==> src/rtl/arbitro_tx.sv <==
`default_nettype none
// ============================================================================
// Module      : arbitro_tx
// Description : Two-requester round-robin arbiter feeding a byte-serialising
//               transmitter. Time is divided into slots whose length is
//               SYM_CYCLES clocks per payload byte. Arbitration happens only in
//               the terminal-count cycle of a slot. The winner's payload drives
//               the next slot. With no winner, a COMMA (K28.5, 8'hBC) slot is
//               sent instead.
// Revision    : 1.0 - initial release
//
// Parameters  : SYM_CYCLES   - clk cycles per serialised byte
//               SKP_INTERVAL - completed slots between SKP insertions
// Macro       : SKP_INSERT_EN - when defined, a SKP slot (K28.0, 8'h1C) is
//               inserted after every SKP_INTERVAL completed slots.
//
// Ports       : clk            - clock, rising edge
//               rst            - asynchronous reset, active low
//               enb            - global enable; low freezes everything
//               req0/req1      - requester wants a slot
//               data0/data1    - payload (8-bit in [7:0], 16-bit in [15:0])
//               size0/size1    - 00 8b, 01 16b, 10 32b, 11 treated as 00
//               k0/k1          - control-symbol flag
//               gnt0/gnt1      - one-cycle accept pulse in the tc cycle
//               dataIn         - 8-bit transmitter data
//               dataIn16       - 16-bit transmitter data
//               dataIn32       - 32-bit transmitter data
//               dataS          - transmitter size select
//               K              - transmitter control flag
//               busy           - high while a requester payload holds the slot
// ============================================================================
module arbitro_tx #(
  parameter int SYM_CYCLES   = 10,
  parameter int SKP_INTERVAL = 16
) (
  input  logic        clk,
  input  logic        rst,
  input  logic        enb,
  input  logic        req0,
  input  logic        req1,
  input  logic [31:0] data0,
  input  logic [31:0] data1,
  input  logic [1:0]  size0,
  input  logic [1:0]  size1,
  input  logic        k0,
  input  logic        k1,
  output logic        gnt0,
  output logic        gnt1,
  output logic [7:0]  dataIn,
  output logic [15:0] dataIn16,
  output logic [31:0] dataIn32,
  output logic [1:0]  dataS,
  output logic        K,
  output logic        busy
);

  localparam int CW = $clog2(4 * SYM_CYCLES);
  localparam logic [CW-1:0] LEN_8  = CW'(SYM_CYCLES - 1);
  localparam logic [CW-1:0] LEN_16 = CW'(2 * SYM_CYCLES - 1);
  localparam logic [CW-1:0] LEN_32 = CW'(4 * SYM_CYCLES - 1);
  localparam logic [7:0]    COMMA_SYM = 8'hBC;

`ifdef SKP_INSERT_EN
  localparam logic [7:0]    SKP_SYM   = 8'h1C;
  localparam int            SW        = $clog2(SKP_INTERVAL + 1);
  localparam logic [SW-1:0] SLOT_LAST = SW'(SKP_INTERVAL - 1);

  typedef enum logic [1:0] {
    ST_COMMA = 2'd0,
    ST_SEND  = 2'd1,
    ST_SKP   = 2'd2
  } state_t;

  logic [SW-1:0] slot_q, slot_d;
`else
  typedef enum logic [0:0] {
    ST_COMMA = 1'b0,
    ST_SEND  = 1'b1
  } state_t;
`endif

  state_t        state_q, state_d;
  logic [CW-1:0] cnt_q, cnt_d;
  logic          rr_q, rr_d;          // 1: req1 wins a tie next time
  logic [1:0]    dataS_q, dataS_d;
  logic [7:0]    dataIn_q, dataIn_d;
  logic [15:0]   dataIn16_q, dataIn16_d;
  logic [31:0]   dataIn32_q, dataIn32_d;
  logic          K_q, K_d;

  logic          tc;
  logic          skp_now;
  logic          win1;
  logic [1:0]    sel_size;
  logic [31:0]   sel_data;
  logic          sel_k;

  assign tc = enb && (cnt_q == '0);

  // --------------------------------------------------------------------------
  // Next-state, grant and output-register logic
  // --------------------------------------------------------------------------
  always_comb begin
    state_d    = state_q;
    cnt_d      = cnt_q;
    rr_d       = rr_q;
    dataS_d    = dataS_q;
    dataIn_d   = dataIn_q;
    dataIn16_d = dataIn16_q;
    dataIn32_d = dataIn32_q;
    K_d        = K_q;
    gnt0       = 1'b0;
    gnt1       = 1'b0;
    skp_now    = 1'b0;
    win1       = 1'b0;
    sel_size   = 2'b00;
    sel_data   = '0;
    sel_k      = 1'b0;
`ifdef SKP_INSERT_EN
    slot_d     = slot_q;
`endif

    if (enb) begin
      cnt_d = cnt_q - 1'b1;
    end

    if (tc) begin
`ifdef SKP_INSERT_EN
      // The SKP slot itself is not counted; it only restarts the count.
      if (state_q == ST_SKP) begin
        slot_d = '0;
      end else if (slot_q == SLOT_LAST) begin
        skp_now = 1'b1;
        slot_d  = '0;
      end else begin
        slot_d = slot_q + 1'b1;
      end
`endif
      if (!skp_now && (req0 || req1)) begin
        win1     = req1 && (!req0 || rr_q);
        gnt0     = !win1;
        gnt1     = win1;
        rr_d     = !win1;             // loser of this round is favoured next
        sel_size = win1 ? size1 : size0;
        sel_data = win1 ? data1 : data0;
        sel_k    = win1 ? k1 : k0;
        if (sel_size == 2'b11) begin
          sel_size = 2'b00;
        end
        state_d = ST_SEND;
        dataS_d = sel_size;
        K_d     = sel_k;
        case (sel_size)
          2'b00: begin
            dataIn_d = sel_data[7:0];
            cnt_d    = LEN_8;
          end
          2'b01: begin
            dataIn16_d = sel_data[15:0];
            cnt_d      = LEN_16;
          end
          default: begin
            dataIn32_d = sel_data;
            cnt_d      = LEN_32;
          end
        endcase
      end else begin
        state_d  = ST_COMMA;
        dataIn_d = COMMA_SYM;
`ifdef SKP_INSERT_EN
        if (skp_now) begin
          state_d  = ST_SKP;
          dataIn_d = SKP_SYM;
        end
`endif
        dataS_d = 2'b00;
        K_d     = 1'b1;
        cnt_d   = LEN_8;
      end
    end
  end

  // --------------------------------------------------------------------------
  // State registers
  // --------------------------------------------------------------------------
  always_ff @(posedge clk or negedge rst) begin
    if (!rst) begin
      state_q    <= ST_COMMA;
      cnt_q      <= LEN_8;
      rr_q       <= 1'b0;
      dataS_q    <= 2'b00;
      dataIn_q   <= COMMA_SYM;
      dataIn16_q <= '0;
      dataIn32_q <= '0;
      K_q        <= 1'b1;
`ifdef SKP_INSERT_EN
      slot_q     <= '0;
`endif
    end else begin
      state_q    <= state_d;
      cnt_q      <= cnt_d;
      rr_q       <= rr_d;
      dataS_q    <= dataS_d;
      dataIn_q   <= dataIn_d;
      dataIn16_q <= dataIn16_d;
      dataIn32_q <= dataIn32_d;
      K_q        <= K_d;
`ifdef SKP_INSERT_EN
      slot_q     <= slot_d;
`endif
    end
  end

  assign dataS    = dataS_q;
  assign dataIn   = dataIn_q;
  assign dataIn16 = dataIn16_q;
  assign dataIn32 = dataIn32_q;
  assign K        = K_q;
  assign busy     = (state_q == ST_SEND);

endmodule
`default_nettype wire
==> config.mk <==
export PLATFORM = sky130hd
export DESIGN_NAME = arbitro_tx
export DESIGN_NICKNAME = d
export VERILOG_FILES = /design/src/rtl/arbitro_tx.sv
export SDC_FILE = /design/constraint.sdc
export NUM_CORES = 1
export LEC_CHECK = 0
export ABC_AREA = 1
export BUFFER_PORTS_ARGS = -buffer_cell sky130_fd_sc_hd__buf_2
export CAP_MARGIN = 20
export CORE_AREA = 2 2 108 110
export CTS_BUF_LIST = sky130_fd_sc_hd__clkbuf_4
export DETAILED_ROUTE_END_ITERATION = 8
export DIE_AREA = 0 0 110 112
export GPL_ROUTABILITY_DRIVEN = 0
export PLACE_DENSITY = 0.59
export SKIP_LAST_GASP = 1
export SLEW_MARGIN = 5
export SYNTH_ARGS = -nofsm -noshare
export SYNTH_HDL_FRONTEND = slang
export SYNTH_SLANG_ARGS = --single-unit
==> constraint.sdc <==
create_clock -name clk -period 2.82 [get_ports clk]
set_input_delay 0.282 -clock clk [delete_from_list [all_inputs] [get_ports clk]]
set_output_delay 0.282 -clock clk [all_outputs]
set_load 0.005 [all_outputs]
* Yosys cells after proc, flatten, opt, wreduce, memory -nomap -nowiden
Index checks and enable logic that the tools add are counted.
** Operators by class
- $add $sub $neg :: 1
- Equality and inequality tests :: 3
- Muxes and demuxes :: 19
- Bitwise gates (word level) :: 1
- Reductions and logical operators :: 14
** Operator list (count)
- $mux 32 :: 1
- $mux 6 :: 3
- $mux 8 :: 2
- $pmux 6 s2 :: 1
- $mux 2 :: 5
- $mux 1 :: 7
- $logic_not 6->1 :: 1
- $reduce_and 3->1 :: 2
- $sub 6x1->6 const B :: 1
- $reduce_and 2->1 :: 2
- $eq 2x1->1 const B :: 1
- $eq 2x2->1 const B :: 1
- $logic_and 1x1->1 :: 2
- $logic_not 1->1 :: 2
- $logic_not 2->1 :: 1
- $logic_or 1x1->1 :: 2
- $ne 2x1->1 const B :: 1
- $reduce_bool 2->1 :: 1
- $reduce_or 2->1 :: 1
- $not 1->1 :: 1
** Word-level totals
- Bits in registers :: 67
- Input port bits :: 75
- Output and inout bits :: 62
- Word-level logic and storage cells :: 46

* Logic depth before layout (Yosys ltp)
Gate-level depths: netlist of the first run.
- Word-level depth :: 12
- Mapped depth :: 15
- Mapped depth without buffers :: 14

* Least setup slack after synthesis of the first run
OpenSTA, ideal clock, no wires.
- Path type :: reg-to-reg
- Start point :: register rr_q
- End point :: register dataIn_q[4] (netlist: dataIn[4])
- Library setup time :: 0.079 ns
- Arrival :: 2.106 ns
- Required time :: 2.741 ns
- Path slack :: 0.635 ns
- Stages on the path, launching flop included :: 13
- Buffers on the path :: 2
- Path through :: dfrtp_1 > inv_1 > nand2_1 > nand2_1 > clkbuf_1 > nand2_1 > o21ai_0 > ha_1 > or2_2 > nand2_1 > buf_2 > nand2_1 > o21ai_0
** Between the ends
- Word-level cells in the longest chain between the ends :: 10
- Elaborated cells between the ends (all ways) :: 13
- Classes of those cells :: eq/ne: 2; mux: 7; reduce/logical: 4
** Ends and longest elaborated chain
- from (decl) :: line 84 : logic rr_q, rr_d;
- from (signal assigned) :: line 202 : rr_q <= rr_d;
- $logic_or 1x1->1 * :: line 140 : win1 = req1 && (!req0 || rr_q);
- $logic_and 1x1->1 * :: line 140
- $mux 2 :: line 144 : sel_size = win1 ? size1 : size0;
- $eq 2x2->1 :: line 147 : if (sel_size == 2'b11) begin
- $mux 2 :: line 147
- $mux 2 :: line 139 : if (!skp_now && (req0 || req1)) begin
- $mux 2 :: line 127 : if (tc) begin
- $logic_not 2->1 :: line 153 : case (sel_size)
- $ne 2x1->1 (no source line)
- $reduce_and 2->1 (no source line)
- to (signal assigned) :: line 204 : dataIn_q <= dataIn_d;
- to (decl) :: line 86 : logic [7:0] dataIn_q, dataIn_d;
Mark *: on every way between the ends. The rest lies on a longest branch, timed or not. The select of a mux whose other input is x is not followed.
A chain may end at the register's enable or synchronous reset.

* Final worst setup path of the first run
- Start point :: register rr_q
- End point :: register cnt_q[1]
** Between the ends
- Word-level cells in the longest chain between the ends :: 11
- Elaborated cells between the ends (all ways) :: 12
- Classes of those cells :: eq/ne: 2; mux: 7; reduce/logical: 3
** Ends and longest elaborated chain
- $logic_or 1x1->1 * :: line 140
- $logic_and 1x1->1 * :: line 140
- $mux 2 * :: line 144
- $eq 2x2->1 :: line 147
- $mux 2 * :: line 147
- $mux 2 * :: line 139
- $mux 2 * :: line 127
- $eq 2x1->1 or $logic_not 2->1 (tied branches) :: line 153
- $pmux 6 s2 * :: line 153
- $mux 6 * :: line 139
- $mux 6 * :: line 127
- to (signal assigned) :: line 201 : cnt_q <= cnt_d;
- to (decl) :: line 83 : logic [CW-1:0] cnt_q, cnt_d;
Marks and branches as above.

==> results of run 1 <==
==> worst max-delay path, cell delays in order, from the launching register on <==
cell and delay (ns):
dfrtp_1 0.39, inv_1 0.05, nand2_1 0.05, nand2_2 0.21, inv_2 0.06, or2_2 0.28
o21ai_1 0.14, ha_1 0.31, or2_2 0.32, nand2_1 0.32, nand2_1 0.08, o21ai_0 0.15
==> through the flow <==
stage	instances	total power [mW]	instance area, um^2	utilization (%)	setup WS [ns]
floorplan	440	1.652	3278	-	0.6352
global placement	707	1.938	4079	36.50	0.4954
detailed placement	707	1.956	4079	36.50	0.4046
CTS	724	2.592	4220	37.77	0.3656
global route	724	2.745	4220	37.77	0.1329
finish	724	2.552	4220	37.77	0.3796
==> timing repair <==
action,CTS,global route
hold endpoints to repair,28,0
endpoints found under the setup margin,0,0
hold buffers,1,0
==> cell usage in the layout, fill, tap and decap left out <==
master           n
nand2_1        255
buf_2          135
dfrtp_1         59
o21ai_0         25
inv_1           24
nor2_1          24
clkbuf_4        10
dfstp_2          8
buf_4            6
a21oi_1          5
ha_1             5
nand3_1          3
clkinv_2         3
inv_2            2
or2_2            2
nand4_1          2
nand2_2          1
o21ai_1          1
nor2_4           1
nand3_4          1
nor2_8           1
nor2_2           1
nand2_4          1
nand3b_1         1
nand3_2          1
clkinvlp_4       1
bufinv_16        1
clkinv_1         1
dlygate4sd3_1    1
==> power groups by stage <==
| stage | Sequential, mW | Clock, mW | Combinational (mW) |
|---|---|---|---|
| floorplan | 1.26 | 0 | 0.387 |
| global placement | 1.27 | 0 | 0.670 |
| detailed placement | 1.27 | 0 | 0.687 |
| CTS | 1.25 | 0.649 | 0.691 |
| global route | 1.27 | 0.692 | 0.779 |
| finish | 1.25 | 0.627 | 0.674 |
==> path summary, 6_finish.rpt <==
check                               end  depth (start not counted)      start  slack, ns
max                            cnt_q[1]                         11       rr_q       0.38
min                        dataIn32[20]                          5  data1[20]       0.13
max reg2reg                    cnt_q[1]                         11       rr_q       0.38
min reg2reg                    dataS[0]                          2   dataS[0]       0.49
max in group asynchronous  dataIn32[30]                          2        rst       1.71
min in group asynchronous          rr_q                          2        rst       0.51
==> sequential cells by signal, summed over array words and instances (netlist names) <==
register	count
dataIn32	32
dataIn16	16
dataIn	8
cnt_q	6
dataS	2
K	1
busy	1
rr_q	1
==> layout make-up <==
cell class                 count  share of cell area, %
inverter                      26                  2.312
timing repair buffer         142                  17.31
clock buffer                  10                  1.779
sequential                    67                  39.96
clock inverter                 6                  1.334
tap                          143                  4.240
multi-input combinational    330                  33.06
==> routing by layer <==
metal,GRT usage [%],wire (um)
met5,0,0
met4,6.245,153
met3,4.215,595
met2,23.44,4267
met1,20.62,4166
==> cells by family after synthesis <==
group,after synthesis,synth area share (%)
and+or+nand+nor,294,35.84
buffers and inverters,43,6.069
adders and majority gates,5,1.908
AOI/OAI and AO/OA,31,4.733
DFF,67,51.45
==> summary.txt, run 1 <==
nets@finish: 656
footprint of the multi-input gates: 0.001395 mm^2
Max Transition Viols Final: 0
vias in the first global route: 2942
Clock Root Buffer: clkbuf_4
sequential area share after synthesis: 51.45%
Mean Syn Cell Area: 7.450 um^2
Main synth FF type: dfrtp_1
core area: 0.01117 mm^2
synth warn: 0
post-route ant nets: 0
FILL cells: 1186
placed wire-length estimate: 6.698 mm
Netlist Area Pre-Place: 0.003278 mm^2
slew margin rel.: 41.19%
vias per cell: 4.338
Int Pwr: 1.697 mW
WL final: 9.183 mm
pwr/cell area: 604.7 mW/mm^2
final setup TNS: 0 ns
Vias: 3141
largest area contributor in the netlist: dfrtp_1
WP data required: 3.16 ns
Commonest cells post-synth: nand2_1, dfrtp_1, o21ai_0
Synth cell types: 24
IO Pins: 137
pin count of the biggest net entering global routing: 68
area grow syn2layout: 28.74%
EDFF count, synth: 0
setup violators final: 0
Peak VDD IR: 0.1989 mV
Hold Fails Final Rpt: 0
Mapped Cells: 440
Synth area leaders: dfrtp_1, nand2_1, dfstp_2
total grt overflow: 0
most frequent cell after synthesis: nand2_1
share of layout cells above drive strength 1: 30.12%
Hold WS: 0.1299 ns
first drt pass iteration count: 4
Clk pwr share: 24.6%
first-pass GRT wire length: 14.47 mm
Critical Path Source Type: flop
Flop pwr share: 49.0%
Post-synth ARST share: 100.0%
DIE WIDTH: 110 um
Clock Latency Late Sink: 0.42 ns
crit path capture type: flop
Post-CTS Setup Repair Bufs: 0
Net Sw Frac: 33.50%
maximum buffer depth of the clock tree: 2
wire per inst: 12.68 um
initial antenna violation count: 0
Synth Net Count: 520
crit-path max FO: 14
CTS tree: done
PortBufs: 136
type of the worst setup path: flop to flop
minimum clock period: 2.440 ns
Lkg Pwr: 2.652 nW
clock sink count: 67
DR iter-0 viols: 126
GR Util All Layers: 15.42%
Worst-Margin Slew: 0.8821 ns
total CTS buffers: 9
Initial Utilization: 29.34%
max-capacitance violation count: 0
Comb power frac: 26.4%
Storage cell area: 0.001687 mm^2
Die Y: 112 um
#FFs+latches synth: 67
Worst Skew: 0.01471 ns
Switch Pwr: 0.8549 mW
Peak Freq: 0.4098 GHz
Hold Path Class: primary input to flop
crit path DAT: 2.78 ns
post-synth top area share: 45.04%
DR DRC count: 0
period utilization: 86.54%
Worst-path clk slew: 0.12 ns
number of diodes: 0
full die area: 0.01232 mm^2
post_cts resized: 0
H-tree levels: 3
RSZ-0062 raised after global routing: no
outcome: complete, no violations
row count: 39
(Power assumes the default switching activity.)
==> run 2, diff against run 1 <==
--- a/config.mk
+++ b/config.mk
@@ -13,6 +13,7 @@
 export DETAILED_ROUTE_END_ITERATION = 8
 export DIE_AREA = 0 0 110 112
 export GPL_ROUTABILITY_DRIVEN = 0
+export MAX_ROUTING_LAYER = met4
 export PLACE_DENSITY = 0.59
 export SKIP_LAST_GASP = 1
 export SLEW_MARGIN = 5
==> run 2 against run 1 <==
Against the previous run: fmax hardly changed; flip-flop and latch count stayed put; sequential share of layout area stayed put; non-clock buffer count stayed put; die area stayed put; clock power is 0.8% lower; sequential power hardly changed; design area stayed put; highest routed layer unchanged.
==> summary.txt, run 2 (synthesis results as in run 1) <==
outcome: complete, no violations
core area: 0.01117 mm^2 (unchanged)
H-tree levels: 3 (unchanged)
vias per cell: 4.348 (+0.22%)
final setup TNS: 0 ns (unchanged)
Initial Utilization: 29.34% (unchanged)
first drt pass iteration count: 4 (unchanged)
DR iter-0 viols: 130 (+3.2%)
hold_sp: data1[20]
nets@finish: 656 (unchanged)
Die Y: 112 um (unchanged)
Worst Skew: 0.01446 ns (-0.0002541 ns)
post_cts resized: 0 (unchanged)
first-pass GRT wire length: 14.47 mm (unchanged)
slowest CP cell: dfrtp_1
Worst-Margin Slew: 0.8814 ns (-0.0006648 ns)
share of layout cells above drive strength 1: 30.12% (unchanged)
most common cell after layout, fill and taps aside: nand2_1
WL final: 9.186 mm (about the same)
pin count of the biggest net entering global routing: 68 (unchanged)
worst path cell trace: inv_1, nand2_1, nand2_2, inv_2, or2_2, o21ai_1, ha_1, or2_2, nand2_1, nand2_1, o21ai_0
minimum clock period: 2.438 ns (-0.001901 ns)
hold buffer count at cts: 1 (unchanged)
r2r setup slk: 0.38 ns (about the same)
DR DRC count: 0 (unchanged)
Max Transition Viols Final: 0 (unchanged)
total CTS buffers: 9 (unchanged)
PortBufs: 136 (unchanged)
Hold Fails Final Rpt: 0 (unchanged)
Lkg Pwr: 2.652 nW (unchanged)
wire per inst: 12.69 um (about the same)
Clock Latency Late Sink: 0.41 ns (about the same)
Peak Freq: 0.4101 GHz (about the same)
Largest register FFs: 32 (unchanged)
Post-CTS Setup Repair Bufs: 0 (unchanged)
fin util: 37.77% (unchanged)
IO Pins: 137 (unchanged)
Vias: 3148 (+0.22%)
Hold Path Class: primary input to flop
post-route ant nets: 0 (unchanged)
initial antenna violation count: 0 (unchanged)
pwr/cell area: 603.6 mW/mm^2 (-0.18%)
full die area: 0.01232 mm^2 (unchanged)
clock sink count: 67 (unchanged)
WP data required: 3.15 ns (about the same)
crit path DAT: 2.77 ns (about the same)
CP peak stage delay: 0.39 ns (about the same)
total grt overflow: 0 (unchanged)
maximum buffer depth of the clock tree: 2 (unchanged)
Place WS: 0.4046 ns (unchanged)
Storage cell area: 0.001687 mm^2 (unchanged)
Worst R2R End: cnt_q[1]
footprint of the multi-input gates: 0.001395 mm^2 (unchanged)
setup violators final: 0 (unchanged)
crit path capture type: flop
Critical Path Source Type: flop
area grow syn2layout: 28.74% (unchanged)
slew margin rel.: 41.24% (+0.044 points)
commonest cells after routing, fill and taps aside: nand2_1, buf_2, dfrtp_1, o21ai_0
number of diodes: 0 (unchanged)
max-capacitance violation count: 0 (unchanged)
vias in the first global route: 2940 (-0.068%)
hold path endpoint: dataIn32[20]
overall power: 2.547 mW (-0.18%)
Hold Path Stages: 5 (unchanged)
Worst-path clk slew: 0.12 ns (about the same)
row count: 39 (unchanged)
Worst R2R Path Depth: 11 (unchanged)
DIE WIDTH: 110 um (unchanged)
CTS tree: done
FILL cells: 1186 (unchanged)
RSZ-0062 raised after global routing: no
type of the worst setup path: flop to flop
Peak VDD IR: 0.1989 mV (about the same)
GR Util All Layers: 15.84% (+0.42 points)
period utilization: 86.47% (about the same)
worst reg2reg path startpoint: rr_q
placed wire-length estimate: 6.698 mm (unchanged)
CP dominant cell by count: nand2_1
fin worst setup slack: 0.3815 ns (+0.001901 ns)
crit-path max FO: 14 (unchanged)
Clock Root Buffer: clkbuf_4
run 2: cell counts in the layout (fill, tap and decap cells not counted):
No cell type changed its count.
run 2: worst max path at each step:
| stage | startpoint | endpoint | slack (ns) | depth (start not counted) |
|---|---|---|---|---|
| global placement | rr_q | cnt_q[1] | 0.50 | 11 |
| detailed placement | rr_q | cnt_q[1] | 0.40 | 11 |
| CTS | rr_q | cnt_q[1] | 0.37 | 11 |
| finish | rr_q | cnt_q[1] | 0.38 | 11 |
| global route | rr_q | cnt_q[1] | 0.13 | 11 |
| floorplan | rr_q | dataIn[4] | 0.64 | 12 |
run 2: power by group:
part | switching [mW] | total [mW] | internal, mW
clock network | 0.349 | 0.622 | 0.273
registers | 0.107 | 1.25 | 1.14
logic | 0.394 | 0.674 | 0.280
run 2: per-layer routing:
| metal | track usage (%) | up-vias | part of all wire [%] |
|---|---|---|---|
| met5 | - | - | 0 |
| met4 | 7.004 | 0 | 2.2 |
| met3 | 3.220 | 17 | 5.3 |
| met2 | 23.44 | 93 | 46 |
| met1 | 20.81 | 1434 | 47 |
| li1 | - | 1604 | - |
run 2: stage by stage:
step                hold slack [ns]  instances  cell area [um^2]
global route                 0.1311        724              4220
floorplan                  -0.01359        440              3278
finish                       0.1421        724              4220
CTS                          0.1034        724              4220
detailed placement           0.4613        707              4079
global placement             0.4582        707              4079
run 2: area by class of cell:
cell class | instances | area share (%)
tap | 143 | 4.240
sequential | 67 | 39.96
timing repair buffer | 142 | 17.31
inverter | 26 | 2.312
clock buffer | 10 | 1.779
multi-input combinational | 330 | 33.06
clock inverter | 6 | 1.334
run 2: critical path, delay by kind of cell, from the launching register on:
kind                       cells  cell delay, ns
buffers and inverters          2            0.11
adders and majority gates      1            0.31
DFF                            1            0.39
AOI/OAI and AO/OA              2            0.30
and+or+nand+nor                6            1.26
